--- config.mk ---
export PLATFORM = sky130hd
export DESIGN_NAME = mem_arbiter
export DESIGN_NICKNAME = d
export VERILOG_FILES = /design/src/rtl/mem_pkg.sv /design/src/rtl/mem_arbiter.sv
export SDC_FILE = /design/constraint.sdc
export NUM_CORES = 1
export LEC_CHECK = 0
export ABC_AREA = 1
export CELL_PAD_IN_SITES_DETAIL_PLACEMENT = 0
export CELL_PAD_IN_SITES_GLOBAL_PLACEMENT = 1
export CORE_MARGIN = 2
export CORE_UTILIZATION = 25
export CTS_CLUSTER_SIZE = 24
export DETAILED_ROUTE_END_ITERATION = 6
export GPL_TIMING_DRIVEN = 0
export PLACE_DENSITY_LB_ADDON = 0.1
export SLEW_MARGIN = 25
export SYNTH_ARGS = -nofsm -noshare
export SYNTH_HDL_FRONTEND = slang
export SYNTH_SLANG_ARGS = --single-unit
--- constraint.sdc ---
create_clock -name clk_i -period 1.9 [get_ports clk_i]
set_input_delay 0.38 -clock clk_i [delete_from_list [all_inputs] [get_ports clk_i]]
set_output_delay 0.38 -clock clk_i [all_outputs]
set_load 0.02 [all_outputs]
--- src/rtl/mem_pkg.sv ---
// mem_pkg: shared definitions for the memory arbiter.
//   state_e   - arbiter FSM encoding (IDLE/RUN/ACK, 2 bits)
//   PORT_*    - grant identifiers for the fetch and data ports
//   BE_N_*    - active-low byte-enable constants
package mem_pkg;

  typedef enum logic [1:0] {
    ST_IDLE = 2'd0,
    ST_RUN  = 2'd1,
    ST_ACK  = 2'd2
  } state_e;

  localparam logic PORT_IF = 1'b0;
  localparam logic PORT_DM = 1'b1;

  localparam logic [3:0] BE_N_NONE = 4'b1111;
  localparam logic [3:0] BE_N_ALL  = 4'b0000;

endpackage

--- src/rtl/mem_arbiter.sv ---
// mem_arbiter: two-port (fetch / data) round-robin arbiter in front of the
// SRAM controller. One access at a time; strobes are active-low and always
// return high for at least one cycle between accesses. A watchdog ends any
// access the controller never completes and flags it on err_o.
//
// Ports:
//   clk_i, rst_n_i            clock, async active-low reset
//   if_req_i/if_addr_i        fetch read request (held until if_ack_o)
//   if_ack_o/if_rdata_o       fetch completion pulse / held read data
//   dm_req_i/dm_we_i/dm_be_n_i/dm_addr_i/dm_wdata_i   data request fields
//   dm_ack_o/dm_rdata_o       data completion pulse / held load data
//   err_o                     pulses with an ack that ended by timeout
//   ctl_re_n_o/ctl_we_n_o     controller strobes (active-low)
//   ctl_be_n_o/ctl_addr_o/ctl_wdata_o   controller access fields
//   ctl_rdata_i/ctl_ok_i      controller read data / completion pulse
//
// state | meaning
// ------+---------------------------------------------------------------
// IDLE  | strobes high, waiting for a request; grants on the next edge
// RUN   | one strobe low, waiting for ctl_ok_i or watchdog expiry
// ACK   | ack (and err) visible for one cycle; no grant in this state
module mem_arbiter
  import mem_pkg::*;
#(
  parameter int TIMEOUT = 255
) (
  input  logic        clk_i,
  input  logic        rst_n_i,
  input  logic        if_req_i,
  input  logic [31:0] if_addr_i,
  output logic        if_ack_o,
  output logic [31:0] if_rdata_o,
  input  logic        dm_req_i,
  input  logic        dm_we_i,
  input  logic [3:0]  dm_be_n_i,
  input  logic [31:0] dm_addr_i,
  input  logic [31:0] dm_wdata_i,
  output logic        dm_ack_o,
  output logic [31:0] dm_rdata_o,
  output logic        err_o,
  output logic        ctl_re_n_o,
  output logic        ctl_we_n_o,
  output logic [3:0]  ctl_be_n_o,
  output logic [31:0] ctl_addr_o,
  output logic [31:0] ctl_wdata_o,
  input  logic [31:0] ctl_rdata_i,
  input  logic        ctl_ok_i
);

  localparam logic [7:0] TO_LIMIT = 8'(TIMEOUT);

  state_e      state_q, state_d;
  logic        grant_q, grant_d;
  logic        last_dm_q, last_dm_d;
  logic [7:0]  cnt_q, cnt_d;
  logic        re_n_q, re_n_d;
  logic        we_n_q, we_n_d;
  logic [3:0]  be_n_q, be_n_d;
  logic [31:0] addr_q, addr_d;
  logic [31:0] wdata_q, wdata_d;
  logic [31:0] if_rdata_q, if_rdata_d;
  logic [31:0] dm_rdata_q, dm_rdata_d;
  logic        if_ack_q, if_ack_d;
  logic        dm_ack_q, dm_ack_d;
  logic        err_q, err_d;

  logic        pick_dm;
  logic        finish;
  logic [7:0]  cnt_inc;

  assign cnt_inc = cnt_q + 8'd1;

  always_ff @(posedge clk_i or negedge rst_n_i) begin
    if (!rst_n_i) begin
      state_q    <= ST_IDLE;
      grant_q    <= PORT_IF;
      last_dm_q  <= 1'b0;
      cnt_q      <= '0;
      re_n_q     <= 1'b1;
      we_n_q     <= 1'b1;
      be_n_q     <= BE_N_NONE;
      addr_q     <= '0;
      wdata_q    <= '0;
      if_rdata_q <= '0;
      dm_rdata_q <= '0;
      if_ack_q   <= 1'b0;
      dm_ack_q   <= 1'b0;
      err_q      <= 1'b0;
    end else begin
      state_q    <= state_d;
      grant_q    <= grant_d;
      last_dm_q  <= last_dm_d;
      cnt_q      <= cnt_d;
      re_n_q     <= re_n_d;
      we_n_q     <= we_n_d;
      be_n_q     <= be_n_d;
      addr_q     <= addr_d;
      wdata_q    <= wdata_d;
      if_rdata_q <= if_rdata_d;
      dm_rdata_q <= dm_rdata_d;
      if_ack_q   <= if_ack_d;
      dm_ack_q   <= dm_ack_d;
      err_q      <= err_d;
    end
  end

  always_comb begin
    state_d    = state_q;
    grant_d    = grant_q;
    last_dm_d  = last_dm_q;
    cnt_d      = cnt_q;
    re_n_d     = re_n_q;
    we_n_d     = we_n_q;
    be_n_d     = be_n_q;
    addr_d     = addr_q;
    wdata_d    = wdata_q;
    if_rdata_d = if_rdata_q;
    dm_rdata_d = dm_rdata_q;
    if_ack_d   = 1'b0;
    dm_ack_d   = 1'b0;
    err_d      = 1'b0;
    finish     = 1'b0;
    // On a tie the data port wins unless it was the last one served.
    pick_dm    = dm_req_i & (~if_req_i | ~last_dm_q);

    case (state_q)
      ST_IDLE: begin
        if (if_req_i || dm_req_i) begin
          state_d = ST_RUN;
          cnt_d   = '0;
          if (pick_dm) begin
            grant_d = PORT_DM;
            addr_d  = dm_addr_i;
            be_n_d  = dm_be_n_i;
            wdata_d = dm_wdata_i;
            re_n_d  = dm_we_i;
            we_n_d  = ~dm_we_i;
          end else begin
            grant_d = PORT_IF;
            addr_d  = if_addr_i;
            be_n_d  = BE_N_ALL;
            wdata_d = '0;
            re_n_d  = 1'b0;
            we_n_d  = 1'b1;
          end
        end
      end
      ST_RUN: begin
        if (ctl_ok_i) begin
          finish = 1'b1;
          if (!re_n_q) begin
            if (grant_q == PORT_DM) dm_rdata_d = ctl_rdata_i;
            else                    if_rdata_d = ctl_rdata_i;
          end
        end else begin
          cnt_d = cnt_inc;
          if (cnt_inc == TO_LIMIT) begin
            finish = 1'b1;
            err_d  = 1'b1;
          end
        end
        // Ack/err are registered on ACK entry so they line up with the
        // strobe release and the captured read data.
        if (finish) begin
          state_d  = ST_ACK;
          re_n_d   = 1'b1;
          we_n_d   = 1'b1;
          if_ack_d = (grant_q == PORT_IF);
          dm_ack_d = (grant_q == PORT_DM);
        end
      end
      ST_ACK: begin
        last_dm_d = (grant_q == PORT_DM);
        state_d   = ST_IDLE;
      end
      default: state_d = ST_IDLE;
    endcase
  end

  assign if_ack_o    = if_ack_q;
  assign dm_ack_o    = dm_ack_q;
  assign err_o       = err_q;
  assign if_rdata_o  = if_rdata_q;
  assign dm_rdata_o  = dm_rdata_q;
  assign ctl_re_n_o  = re_n_q;
  assign ctl_we_n_o  = we_n_q;
  assign ctl_be_n_o  = be_n_q;
  assign ctl_addr_o  = addr_q;
  assign ctl_wdata_o = wdata_q;

endmodule

==> results.md, run 1 <==
Worst setup path:
- In this run the number of cells on the critical path is 1.
- In this run the worst path has a maximum fanout of 2.
- The critical path is of the reg2out type.
- The number of cells traversed by the worst register-to-register path is 5.
- STA classifies the critical path endpoint as a primary output.
- Together, buffers and inverters on the worst path number 1.
- The largest single stage delay on the critical path is about 0.67 ns.
- The family with the most delay on the worst path is buffers and inverters.
- The signal on the critical path passes through clkdlybuf4s50_1.
- The slowest cell on the critical path is sky130_fd_sc_hd__clkdlybuf4s50_1.
- STA classifies the critical path startpoint as a flop.
- At the worst endpoint, the arrival time is approximately 1.5 ns.
- The required time at the endpoint of the critical path is between 1.5 and 2 ns.

Floorplan:
- The floorplan step set the die width to 161 um.
- The die covers approximately 26000 um2.
- The core region is 24300 um2.
- The height of the die is between 150 and 200 um.
- The cell row count is 57.
- During I/O placement, the number of pins put on the boundary was around 280.
- The effective utilization at floorplan is 0.254.

Logic synthesis:
- The post-synthesis instance area is between 6000 and 7000 um2.
- The synthesized-area fraction occupied by adder cells is 0.00405.
- By instance count, the leading cell after synthesis is sky130_fd_sc_hd__nand2_1.
- The most used flip-flop cell after synthesis is sky130_fd_sc_hd__dfrtp_1.
- The async set or reset register ratio after synthesis is 1.00.
- The biggest area contributor in the post-synthesis netlist is sky130_fd_sc_hd__dfrtp_1.
- Of the total synthesized cell area, the portion taken by AND, OR, NAND and NOR gates is 0.168.
- In this run the mean area of a mapped cell was roughly 9 um2.
- By area, the combinational part of the netlist is dominated by simple AND/OR/NAND/NOR gates.
- The XOR/XNOR share of the synthesized area is 0.00142.
- The post-synth net total is 819.
- The post-synthesis mux area share is 0.
- The share of the synthesized area in compound gates (AO/OA/AOI/OAI) is 0.163.
- The post-synthesis instance total is 679.
- The number of different library cells used by synthesis comes to 26.
- Ranked by instance count, the synthesized netlist is headed by sky130_fd_sc_hd__nand2_1 (175), sky130_fd_sc_hd__dfrtp_1 (143), sky130_fd_sc_hd__o21ai_0 (137).
- By area the synthesized netlist is led by sky130_fd_sc_hd__dfrtp_1 (58%), sky130_fd_sc_hd__o21ai_0 (11%), sky130_fd_sc_hd__nand2_1 (11%).
- Yosys printed 0 warnings.
- The share of the synthesized area in the top cell type is 0.579.
- The number of enable-type register cells in the synthesized netlist is 0.
- The number of register bits inferred by synthesis is 149.
- The sequential fraction of the synthesis area is 0.605.

Placed design:
- The estimated wirelength of the detail-placed design is 14800 um.
- The number of I/O port buffers is 274.
- The placed cell area is 9360 um2.
- The worst slack at placement is -0.444 ns.
- At the end of routability-driven placement, the weighted congestion stood at around 0.72.

Timing:
- Setup violations remaining at the end of the flow were counted as 0.
- The final hold violation count is 0.
- For this run, the top clock speed supported by timing is between 0.5 and 0.6 GHz.
- Dividing the final minimum period by the clock period gives 0.964.
- In this run the tightest slew margin relative to its limit is 0.596.
- Setup repair after global routing left no endpoint under its margin.
- For the final routed database, the setup TNS stands at 0 ns.
- In the post-route analysis, the smallest setup slack over all paths is between 0.06 and 0.07 ns.
- After layout, the minimum clock period comes to approximately 1.8 ns.
- Between clock sinks in the finished design, the worst skew comes to 0.0149 ns.
- The max-slew violation total from the final report is 0.
- For the pin with the worst max-slew slack, the measured transition is roughly 0.6 ns.

Global routing:
- The overall global routing resource usage is 0.160.
- The number of global-route vias before repair is between 5k and 6k.
- Entering global routing, the biggest net connects 79 pins.
- The final global-route overflow total is 0.
- The initial antenna violation count was 1.
- The first global-routing pass estimated around 32000 um of wire.

Clock tree:
- TritonCTS built the clock tree.
- CTS built an H-tree with a depth of 4.
- The clock tree root driver cell is sky130_fd_sc_hd__clkbuf_16.
- The clock net sink count is 149.
- Clock latency on the worst-skew pair, taken at its later pin, is roughly 0.43 ns.
- The longest clock path from root to sink contains 2 buffers.
- The number of clock buffers added by TritonCTS is 17.
- Clock-pin slew was measured on the worst setup and hold paths at roughly 0.080 ns.

Power:
- The share of total power dissipated in sequential elements is 0.328.
- VDD sags by at most roughly 0.00057 V.
- The internal power is between 0.01 and 0.015 W.
- Of the total power, the share spent switching nets is 0.405.
- The share of total power dissipated in combinational logic is 0.476.
- Of the total power, the clock network draws 0.197.
- Dividing total power by cell area gives a power density of ~1700 nW/um2.
- For this design the total switching power over the nets is a little under 0.007 W.
- The leakage power is about 4.3 nW.

Final layout:
- The layout overhead on the synthesized area is 61.5%.
- In the final layout, the share of cells above drive strength 1 is 0.0941.
- At the end of the flow, the number of nets in the layout was about 1.1k.
- The utilization after layout is 0.410.
- The final instance area is ~10000 um2.

Drt:
- The number of iterations in the first detailed-routing pass is 4.
- In the final routed layout, each cell accounts on average for around 16 um.
- The routed wire length is around 20000 um.
- The routed layout has approximately 5.5k vias.
- In the routed layout, each cell is associated on average with a via count of ~4.2.
- The post-route antenna net violation count is 0.
- The DRC marker count from the first detailed-route iteration is 268.
- The post-route DRC violation count is 0.

Hold path:
- Along the worst hold path, the cell count comes to 3.
- The class of the worst hold path is in2reg.

Status:
- The flow ran to the end, and the final reports show no timing, DRC or antenna violations.

Job:
- Max-cap violations in this run came to 0.
## power groups by stage
| stage | Combinational (W) | Sequential [W] | Clock (W) |
|---|---|---|---|
| after floorplan | 0.00217 | 0.00727 | 0 |
| after global placement | 0.00818 | 0.00553 | 0 |
| after detailed placement | 0.00815 | 0.00556 | 0 |
| after CTS | 0.00813 | 0.00553 | 0.00341 |
| after global routing | 0.00868 | 0.00570 | 0.00354 |
| final | 0.00800 | 0.00551 | 0.00331 |
## per-stage QoR
stage          total power, W  hold WS, ns  instances
6_report               0.0168        0.468       1313
4_1_cts                0.0171        0.454       1311
3_3_place_gp           0.0137        0.456       1277
3_5_place_dp           0.0137        0.415       1278
5_1_grt                0.0179        0.488       1313
2_1_floorplan         0.00944       0.0844        679
## cell usage in the layout (no fill, tap or decap), drive strengths merged
cell type / n
inv: 56
nand3: 8
o31ai: 1
clkdlybuf4s50: 267
a31oi: 1
clkbuf: 45
o22ai: 3
xor2: 1
clkinv: 3
dfrtp: 143
nor3: 1
ha: 2
dlygate4sd2: 6
nor4: 1
o21ai: 139
dfstp: 6
diode: 1
buf: 12
nor3b: 1
nor2: 79
clkinvlp: 3
dlygate4sd3: 1
a21oi: 34
nand2: 175
## kinds of logic (layout without fill, tap and decap cells)
group	count (synthesis)	count (layout)
simple gates	265	265
compound gates	178	178
flops	149	149
buf+inv	84	393
fa+ha+maj	2	2
xor+xnor	1	1
other cells	0	1
## what timing repair did
action	in CTS	in global routing
setup endpoints to repair	7	50
resized for setup	7	13
hold buffers	1	0
pin swaps	0	1
hold endpoints to repair	67	0
setup buffers	0	1
## worst min-delay path, cell delays in order
cell and delay (ns):
sky130_fd_sc_hd__clkdlybuf4s50_1 0.39, sky130_fd_sc_hd__nand2_1 0.06, sky130_fd_sc_hd__o21ai_0 0.06
## routing by layer
| metal | track usage | wire length (um) | share of wire | vias up |
|---|---|---|---|---|
| li1 | - | - | - | 2778 |
| met1 | 0.203 | 8990 | 0.44 | 2549 |
| met2 | 0.254 | 9530 | 0.47 | 176 |
| met3 | 0.0514 | 1560 | 0.076 | 24 |
| met4 | 0.0609 | 405 | 0.020 | 0 |
| met5 | 0 | 0 | 0 | - |
## path summary, 6_finish.rpt
check,slack [ns],to,startpoint
worst min register to register,0.47,ctl_we_n_o$_DFFE_PN1P_,ctl_we_n_o$_DFFE_PN1P_
worst max register to register,0.24,if_rdata_o[5]$_DFFE_PN0P_,ctl_re_n_o$_DFFE_PN1P_
min in group asynchronous,0.51,if_rdata_o[5]$_DFFE_PN0P_,rst_n_i
max in group asynchronous,0.54,ctl_be_n_o[3]$_DFFE_PN1P_,rst_n_i
worst min-delay path,0.47,ctl_be_n_o[1]$_DFFE_PN1P_,dm_be_n_i[1]
worst max-delay path,0.07,ctl_wdata_o[28],ctl_wdata_o[28]$_DFFE_PN0P_
## registers in the layout (all words and copies together) (netlist names)
name and count:
dm_ack_o 1, ctl_addr_o 32, last_dm_q 1, ctl_be_n_o 4
dm_rdata_o 32, err_o 1, if_ack_o 1, cnt_q 8
state_q 2, ctl_re_n_o 1, ctl_we_n_o 1, ctl_wdata_o 32
grant_q 1, if_rdata_o 32
## cell type report
cell class	count	area (um2)
Clock inverter	14	130
Buffer	36	190
Inverter	48	184
Sequential cell	149	3740
Clock buffer	18	439
Timing Repair Buffer	277	2800
Antenna cell	1	2.50
Multi-Input combinational cell	446	2090
Tap cell	324	405
Fill cell	2431	14300
(Power assumes the default switching activity.)
==> inputs of run 2 (changes only) <==
--- a/config.mk
+++ b/config.mk
@@ -9,7 +9,7 @@
 export CELL_PAD_IN_SITES_DETAIL_PLACEMENT = 0
 export CELL_PAD_IN_SITES_GLOBAL_PLACEMENT = 1
 export CORE_MARGIN = 2
-export CORE_UTILIZATION = 25
+export CORE_UTILIZATION = 30
 export CTS_CLUSTER_SIZE = 24
 export DETAILED_ROUTE_END_ITERATION = 6
 export GPL_TIMING_DRIVEN = 0
==> run 2 against run 1 <==
  * Worst setup slack lost 0.0052 ns
  * Combinational power shrank 1%
  * Sequential share of layout area grew 0.20 points
  * Clock skew shrank 0.0071 ns
  * Count of clock-buffer cells in the layout grew 2
  * Routed wire length shrank 5.7%
  * Hold slack lost 0.0074 ns
  * Non-clock buffer count shrank 1
  * Clock power grew 5%
  * Sequential cell count is the same
  * Highest routed layer unchanged
==> results.md, run 2 (synthesized netlist as in run 1, its figures left out) <==
Drt:
- The number of iterations in the first detailed-routing pass was 4 (unchanged).
- The final routed wire length divided by cell count is 15.4 um (-1.5%).
- The DRC marker count from the first detailed-route iteration is 165 (-38%).
- The total vias in the final route is 5478 (-0.89%).
- The post-route DRC violation count is 0 (unchanged).
- The average via count per standard cell came to 4.36 (+3.5%).
- The routed wire length was 19300 um (-5.7%).
- The post-route antenna net violation count is 0 (unchanged).

Power:
- The leakage power is 4.28 nW (about the same).
- The power per unit of standard cell area is 1700 nW/um2 (+1.0%).
- The worst vdd rail ir drop came to 0.000705 V (+23%).

Final layout:
- The leading cell type in the layout, fill and taps excluded is sky130_fd_sc_hd__clkdlybuf4s50_1.
- The fraction of final layout cells with drive strength greater than 1 is 0.0902 (-0.00396).
- The final instance area is 9920 um2 (-0.54%).
- The count of antenna diodes in the layout was 0 (-1).
- The layout overhead on the synthesized area is 60.6%.
- The final net count is 1114 (-0.090%).
- The library cells used most frequently in the layout, excluding fill and tap cells, are sky130_fd_sc_hd__clkdlybuf4s50_1 (267), sky130_fd_sc_hd__nand2_1 (173), sky130_fd_sc_hd__dfrtp_1 (142).

Hold path:
- In this run the most critical hold path is launched from ctl_we_n_o$_DFFE_PN1P_.
- The class of the worst hold path is reg2reg.
- The worst hold path depth is 2 (-1).
- The worst hold path terminates at ctl_we_n_o$_DFFE_PN1P_.

Timing:
- The maximum clock frequency is 0.544 GHz (-0.28%).
- The final hold violation count is 0 (unchanged).
- The transition time at the pin with the least slew margin is 0.709 ns (+0.103 ns).
- The clock period minus worst slack came to 1.84 ns (+0.00520 ns).
- The period utilization is 0.967 (+0.00274).
- The worst clock skew is 0.00785 ns (-0.00706 ns).
- The max-slew violation total from the final report came to 0 (unchanged).
- The worst hold margin is 0.461 ns (-0.00743 ns).
- Setup repair after global routing could not meet its margin everywhere.
- The final number of setup-violating endpoints is 0 (unchanged).
- The worst max-slew margin expressed relative to the limit is 0.524 (-0.0722).

Clock tree:
- The buffer levels on the longest clock path was 2 (unchanged).
- The clock insertion delay at the later pin of the skew report is 0.42 ns (about the same).
- TritonCTS built the clock tree.
- The clock net sink count is 149 (unchanged).
- The clock-pin slew on the worst setup and hold paths is 0.07 ns (about the same).
- The tree is rooted in a sky130_fd_sc_hd__clkbuf_16.
- The total clock buffers created by CTS came to 17 (unchanged).
- The H-tree depth is 4 (unchanged).

Worst setup path:
- The count of buffering cells on the critical path with inverters included is 1 (unchanged).
- The critical-path maximum fanout is 2 (unchanged).
- Walking the worst path, the cells encountered are clkdlybuf4s50_1.
- The required time at the endpoint of the critical path is 1.52 ns (about the same).
- The endpoint identified for the worst register-to-register timing path is ctl_addr_o[10]$_DFFE_PN0P_.
- Among all stages on the critical path, the largest delay is contributed by sky130_fd_sc_hd__clkdlybuf4s50_1.
- The startpoint of the worst register-to-register path is state_q[1]$_DFFE_PN0P_.
- The critical path startpoint category is a flop.
- The stage delay of the slowest cell on the critical path is 0.63 ns (-0.04 ns).
- The data arrival time of the critical path is 1.46 ns (about the same).
- The number of cells traversed by the worst register-to-register path is 6 (+1).
- The worst reg-to-reg setup slack is 0.12 ns (-0.12 ns).
- STA classifies the critical path endpoint as a primary output.
- The kind of critical path is reg2out.
- The family with the most delay on the worst path is buffers and inverters.

Job:
- The count of max-cap constraint violations is 0 (unchanged).

Global routing:
- The initial antenna violation count is 0 (-1).
- The maximum number of pins on one net before global-route repair came to 85 (+7.6%).
- The overall global routing resource usage is 0.180 (+0.0205).
- The final global-route overflow total is 0 (unchanged).
- The wire length of the first global-routing pass is 30700 um (-5.0%).
- The number of global-route vias before repair is 5578 (-3.3%).

Floorplan:
- The effective utilization at floorplan is 0.305 (+0.0513).
- The height of the die was 148 um (-8.5%).
- The floorplan die area is 21800 um2 (-16%).
- The area of the placeable core came to 20200 um2 (-17%).
- The cell row count was 52 (-8.8%).
- The die extent in x is 148 um (-8.5%).
- The number of ports placed on the die boundary is 275 (unchanged).

Status:
- The flow ran to the end, and the final reports show no timing, DRC or antenna violations.

Placed design:
- The estimated wirelength of the detail-placed design came to 14100 um (-4.9%).
- The number of I/O port buffers is 274 (unchanged).
- The final weighted congestion in routability-driven placement is 0.744 (+2.8%).
- The placed cell area is 9290 um2 (-0.72%).
-- run 2: what timing repair did --
item	4_1_cts	5_1_grt
pin swaps	0	0
setup buffers	0	0
endpoints found under the hold margin	62	0
gates resized for setup	6	10
setup endpoints to repair	6	74
hold buffers	1	0
-- run 2: stage by stage --
stage | std cells | total power, W | TNS (ns) | setup slack (ns) | utilization
2_1_floorplan | 679 | 0.00944 | 0 | 0.429 | -
3_3_place_gp | 1223 | 0.0136 | -931.67 | -6.10 | 0.458
3_5_place_dp | 1224 | 0.0136 | -40.97 | -0.437 | 0.459
4_1_cts | 1257 | 0.0171 | 0 | 0.0157 | 0.489
5_1_grt | 1257 | 0.0180 | -1.10 | -0.0877 | 0.490
6_report | 1257 | 0.0169 | 0 | 0.0627 | 0.490
-- run 2: area by class of cell --
| class | instances | area (um2) |
|---|---|---|
| Multi-Input combinational cell | 446 | 2090 |
| Timing Repair Buffer | 276 | 2780 |
| Clock inverter | 12 | 143 |
| Clock buffer | 20 | 467 |
| Inverter | 48 | 184 |
| Tap cell | 270 | 338 |
| Fill cell | 1978 | 10300 |
| Sequential cell | 149 | 3740 |
| Buffer | 36 | 186 |
-- run 2: how the worst max path moves through the flow --
stage | start | cells past startpoint | slack, ns | to
final | ctl_addr_o[23]$_DFFE_PN0P_ | 1 | 0.06 | ctl_addr_o[23]
after CTS | if_req_i | 7 | 0.02 | ctl_addr_o[31]$_DFFE_PN0P_
after floorplan | state_q[1]$_DFFE_PN0P_ | 5 | 0.43 | dm_rdata_o[1]$_DFFE_PN0P_
after global routing | state_q[1]$_DFFE_PN0P_ | 6 | -0.09 | ctl_addr_o[5]$_DFFE_PN0P_
after detailed placement | if_req_i | 7 | -0.44 | ctl_addr_o[31]$_DFFE_PN0P_
after global placement | rst_n_i | 1 | -6.10 | ctl_wdata_o[10]$_DFFE_PN0P_
-- run 2: worst reg2reg max path: cells and delay by family, from the launching register on --
family | cells | cell delay, ns
buffers and inverters | 2 | 0.57
and+or+nand+nor | 1 | 0.20
DFF | 1 | 0.44
AOI/OAI and AO/OA | 3 | 0.47
-- run 2: report_power, final --
group / switching [W] / leakage [nW] / internal (W)
registers: 0.000811 / 1.85 / 0.00470
logic: 0.00440 / 2.14 / 0.00351
clock network: 0.00141 / 0.292 / 0.00206
total: 0.00662 / 4.28 / 0.0103
-- run 2: layer usage --
metal / wire [um] / GRT usage / vias up
li1: - / - / 2766
met1: 8240 / 0.222 / 2517
met2: 9150 / 0.292 / 171
met3: 1620 / 0.0701 / 24
met4: 303 / 0.0567 / 0
met5: 0 / 0 / -
==> inputs of run 3 (changes only) <==
==> constraint.sdc (replaced) <==
create_clock -name clk_i -period 2.1 [get_ports clk_i]
set_input_delay 0.42 -clock clk_i [delete_from_list [all_inputs] [get_ports clk_i]]
set_output_delay 0.42 -clock clk_i [all_outputs]
set_load 0.02 [all_outputs]
==> run 3 against run 2 <==
  * Sequential cell count is the same
  * Core utilization is essentially flat
  * Final area shrank 0.10%
  * Cell count is the same
  * Sequential share of layout area is essentially flat
  * Power shrank 9.4%
  * Die area is the same
==> results.md, run 3 (synthesized netlist as in run 1, its figures left out) <==
Global routing:
- The number of global-route vias before repair is 5578 (unchanged).
- The maximum number of pins on one net before global-route repair is 85 (unchanged).
- The initial antenna violation count is 0 (unchanged).
- The wire length of the first global-routing pass is 30700 um (unchanged).
- The overall global routing resource usage is 0.180 (unchanged).
- The final global-route overflow total is 0 (unchanged).

Timing:
- The final number of setup-violating endpoints is 0 (unchanged).
- Setup repair after global routing left no endpoint under its margin.
- In the finished design, the share of the clock period the worst path needs comes to 0.945.
- The worst clock skew is 0.00873 ns (+0.000874 ns).
- The worst hold margin is 0.463 ns (+0.00202 ns).
- The setup TNS came to 0 ns (unchanged).
- The worst max-slew margin expressed relative to the limit is 0.524 (about the same).
- The final hold violation count is 0 (unchanged).
- The maximum clock frequency is 0.504 GHz.
- The transition time at the pin with the least slew margin was 0.708 ns (-0.000233 ns).
- The max-slew violation total from the final report came to 0 (unchanged).
- The clock period minus worst slack is a little under 2 ns.

Clock tree:
- The clock insertion delay at the later pin of the skew report was 0.42 ns (about the same).
- The total clock buffers created by CTS is 17 (unchanged).
- The clock tree from TritonCTS is yes.
- The clock net sink count came to 149 (unchanged).
- The clock-pin slew on the worst setup and hold paths is 0.06 ns (about the same).
- The buffer levels on the longest clock path is 2 (unchanged).
- The H-tree depth is 4 (unchanged).
- The count of buffers added by post-CTS timing repair for setup is 0 (unchanged).
- Clock tree synthesis selected as its root buffer the cell sky130_fd_sc_hd__clkbuf_16.

Worst setup path:
- The slowest stage of the critical path is the sky130_fd_sc_hd__clkdlybuf4s50_1 cell.
- The number of stages on the worst setup path was 1 (unchanged).
- The data arrival time of the critical path is 1.56 ns (+0.10 ns).
- Traced cell by cell, the critical path runs through clkdlybuf4s50_1.
- The worst setup path is launched from a flop.
- The critical-path maximum fanout came to 2 (unchanged).
- The kind of critical path is reg2out.
- The required time at the endpoint of the critical path is 1.68 ns (+0.16 ns).
- The stage delay of the slowest cell on the critical path is 0.61 ns (-0.02 ns).
- The kind of end point of the critical path is a primary output.
- The number of cells traversed by the worst register-to-register path was 9 (+3).
- The family with the most delay on the worst path is buffers and inverters.
- The count of buffering cells on the critical path with inverters included is 1 (unchanged).
- The worst reg-to-reg setup slack is 0.33 ns (+0.21 ns).

Power:
- The sum of internal, switching and leakage power is 0.0153 W (-9.4%).
- The power per unit of standard cell area is 1550 nW/um2 (-9.3%).
- The leakage power is 4.27 nW (-0.26%).
- The worst vdd rail ir drop came to 0.000633 V (-10%).

Floorplan:
- The number of ports placed on the die boundary was 275 (unchanged).
- The area of the placeable core was 20200 um2 (unchanged).
- The cell row count is 52 (unchanged).
- The floorplan die area is 21800 um2 (unchanged).
- The effective utilization at floorplan is 0.305 (unchanged).
- The height of the die is 148 um (unchanged).
- The die extent in x was 148 um (unchanged).

Drt:
- The total vias in the final route is 5501 (+0.42%).
- The post-route antenna net violation count was 0 (unchanged).
- The average via count per standard cell came to 4.38 (+0.42%).
- The number of iterations in the first detailed-routing pass is 4 (unchanged).
- The DRC marker count from the first detailed-route iteration came to 169 (+2.4%).
- The routed wire length was 19300 um (about the same).
- The post-route DRC violation count is 0 (unchanged).
- The final routed wire length divided by cell count came to 15.4 um (about the same).

Final layout:
- The leading cell type in the layout, fill and taps excluded is sky130_fd_sc_hd__clkdlybuf4s50_1.
- The utilization after layout is 0.490 (-0.000495).
- The final net count was 1114 (unchanged).
- The count of antenna diodes in the layout was 0 (unchanged).
- In the layout the commonest cells are sky130_fd_sc_hd__clkdlybuf4s50_1 (272), sky130_fd_sc_hd__nand2_1 (175), sky130_fd_sc_hd__dfrtp_1 (143).
- The fraction of final layout cells with drive strength greater than 1 is 0.0841 (-0.00608).
- Compared with the post-synthesis result, the final layout area differs by 60.4%.

Placed design:
- The estimated wirelength of the detail-placed design is 14100 um (unchanged).
- The number of I/O port buffers is 274 (unchanged).
- The final weighted congestion in routability-driven placement is 0.744 (unchanged).

Hold path:
- The class of the worst hold path is reg2reg.
- The worst hold path depth is 2 (unchanged).

Job:
- The count of max-cap constraint violations is 0 (unchanged).

Status:
- The flow ran to the end, and the final reports show no timing, DRC or antenna violations.
[run 3: cell count changes in the layout (fill, tap and decap cells not counted), moves of 2 or more]
cell,previous run,this run
sky130_fd_sc_hd__clkbuf_1,24,27
sky130_fd_sc_hd__clkbuf_2,2,0
sky130_fd_sc_hd__clkdlybuf4s50_1,267,272
sky130_fd_sc_hd__dlygate4sd2_1,6,0
sky130_fd_sc_hd__nand2_1,173,175
sky130_fd_sc_hd__nand2_2,2,0
[run 3: power breakdown]
part           leakage, nW  switching [W]  internal (W)
combinational         2.13        0.00397       0.00321
sequential            1.85       0.000740       0.00425
clock                0.292        0.00128       0.00187
[run 3: layer usage]
| layer | part of all wire | global-route usage | routed length [um] |
|---|---|---|---|
| met1 | 0.43 | 0.222 | 8230 |
| met2 | 0.47 | 0.292 | 9160 |
| met3 | 0.084 | 0.0701 | 1630 |
| met4 | 0.016 | 0.0567 | 310 |
| met5 | 0 | 0 | 0 |
[run 3: repair_timing]
item	4_1_cts	5_1_grt
hold endpoints to repair	62	0
hold buffers	1	0
resized for setup	0	1
setup endpoints to repair	0	1
[run 3: path summary, 6_finish.rpt]
kind                                         endpoint                       from
min in group asynchronous  dm_rdata_o[10]$_DFFE_PN0P_                    rst_n_i
max in group asynchronous   ctl_be_n_o[2]$_DFFE_PN1P_                    rst_n_i
hold reg to reg                ctl_we_n_o$_DFFE_PN1P_     ctl_we_n_o$_DFFE_PN1P_
setup reg to reg                   dm_ack_o$_DFF_PN0_       cnt_q[0]$_DFFE_PN0P_
hold / removal                 ctl_we_n_o$_DFFE_PN1P_     ctl_we_n_o$_DFFE_PN1P_
setup / recovery                        ctl_be_n_o[2]  ctl_be_n_o[2]$_DFFE_PN1P_
[run 3: final cells by class]
type | instances | area (um2)
fillers | 1977 | 10300
flip-flops and latches | 149 | 3740
repair buffers | 276 | 2790
multi-input cells | 446 | 2080
clock buffers | 20 | 467
well taps | 270 | 338
plain buffers | 36 | 184
inverters | 48 | 180
clock inverters | 12 | 143
[run 3: through the flow]
| step | setup slack [ns] | cells | area [um2] |
|---|---|---|---|
| floorplan | 0.629 | 679 | 6180 |
| global placement | -5.94 | 1223 | 9260 |
| detailed placement | -0.277 | 1224 | 9290 |
| CTS | 0.00375 | 1257 | 9910 |
| global route | 0.0332 | 1257 | 9910 |
| finish | 0.116 | 1257 | 9910 |
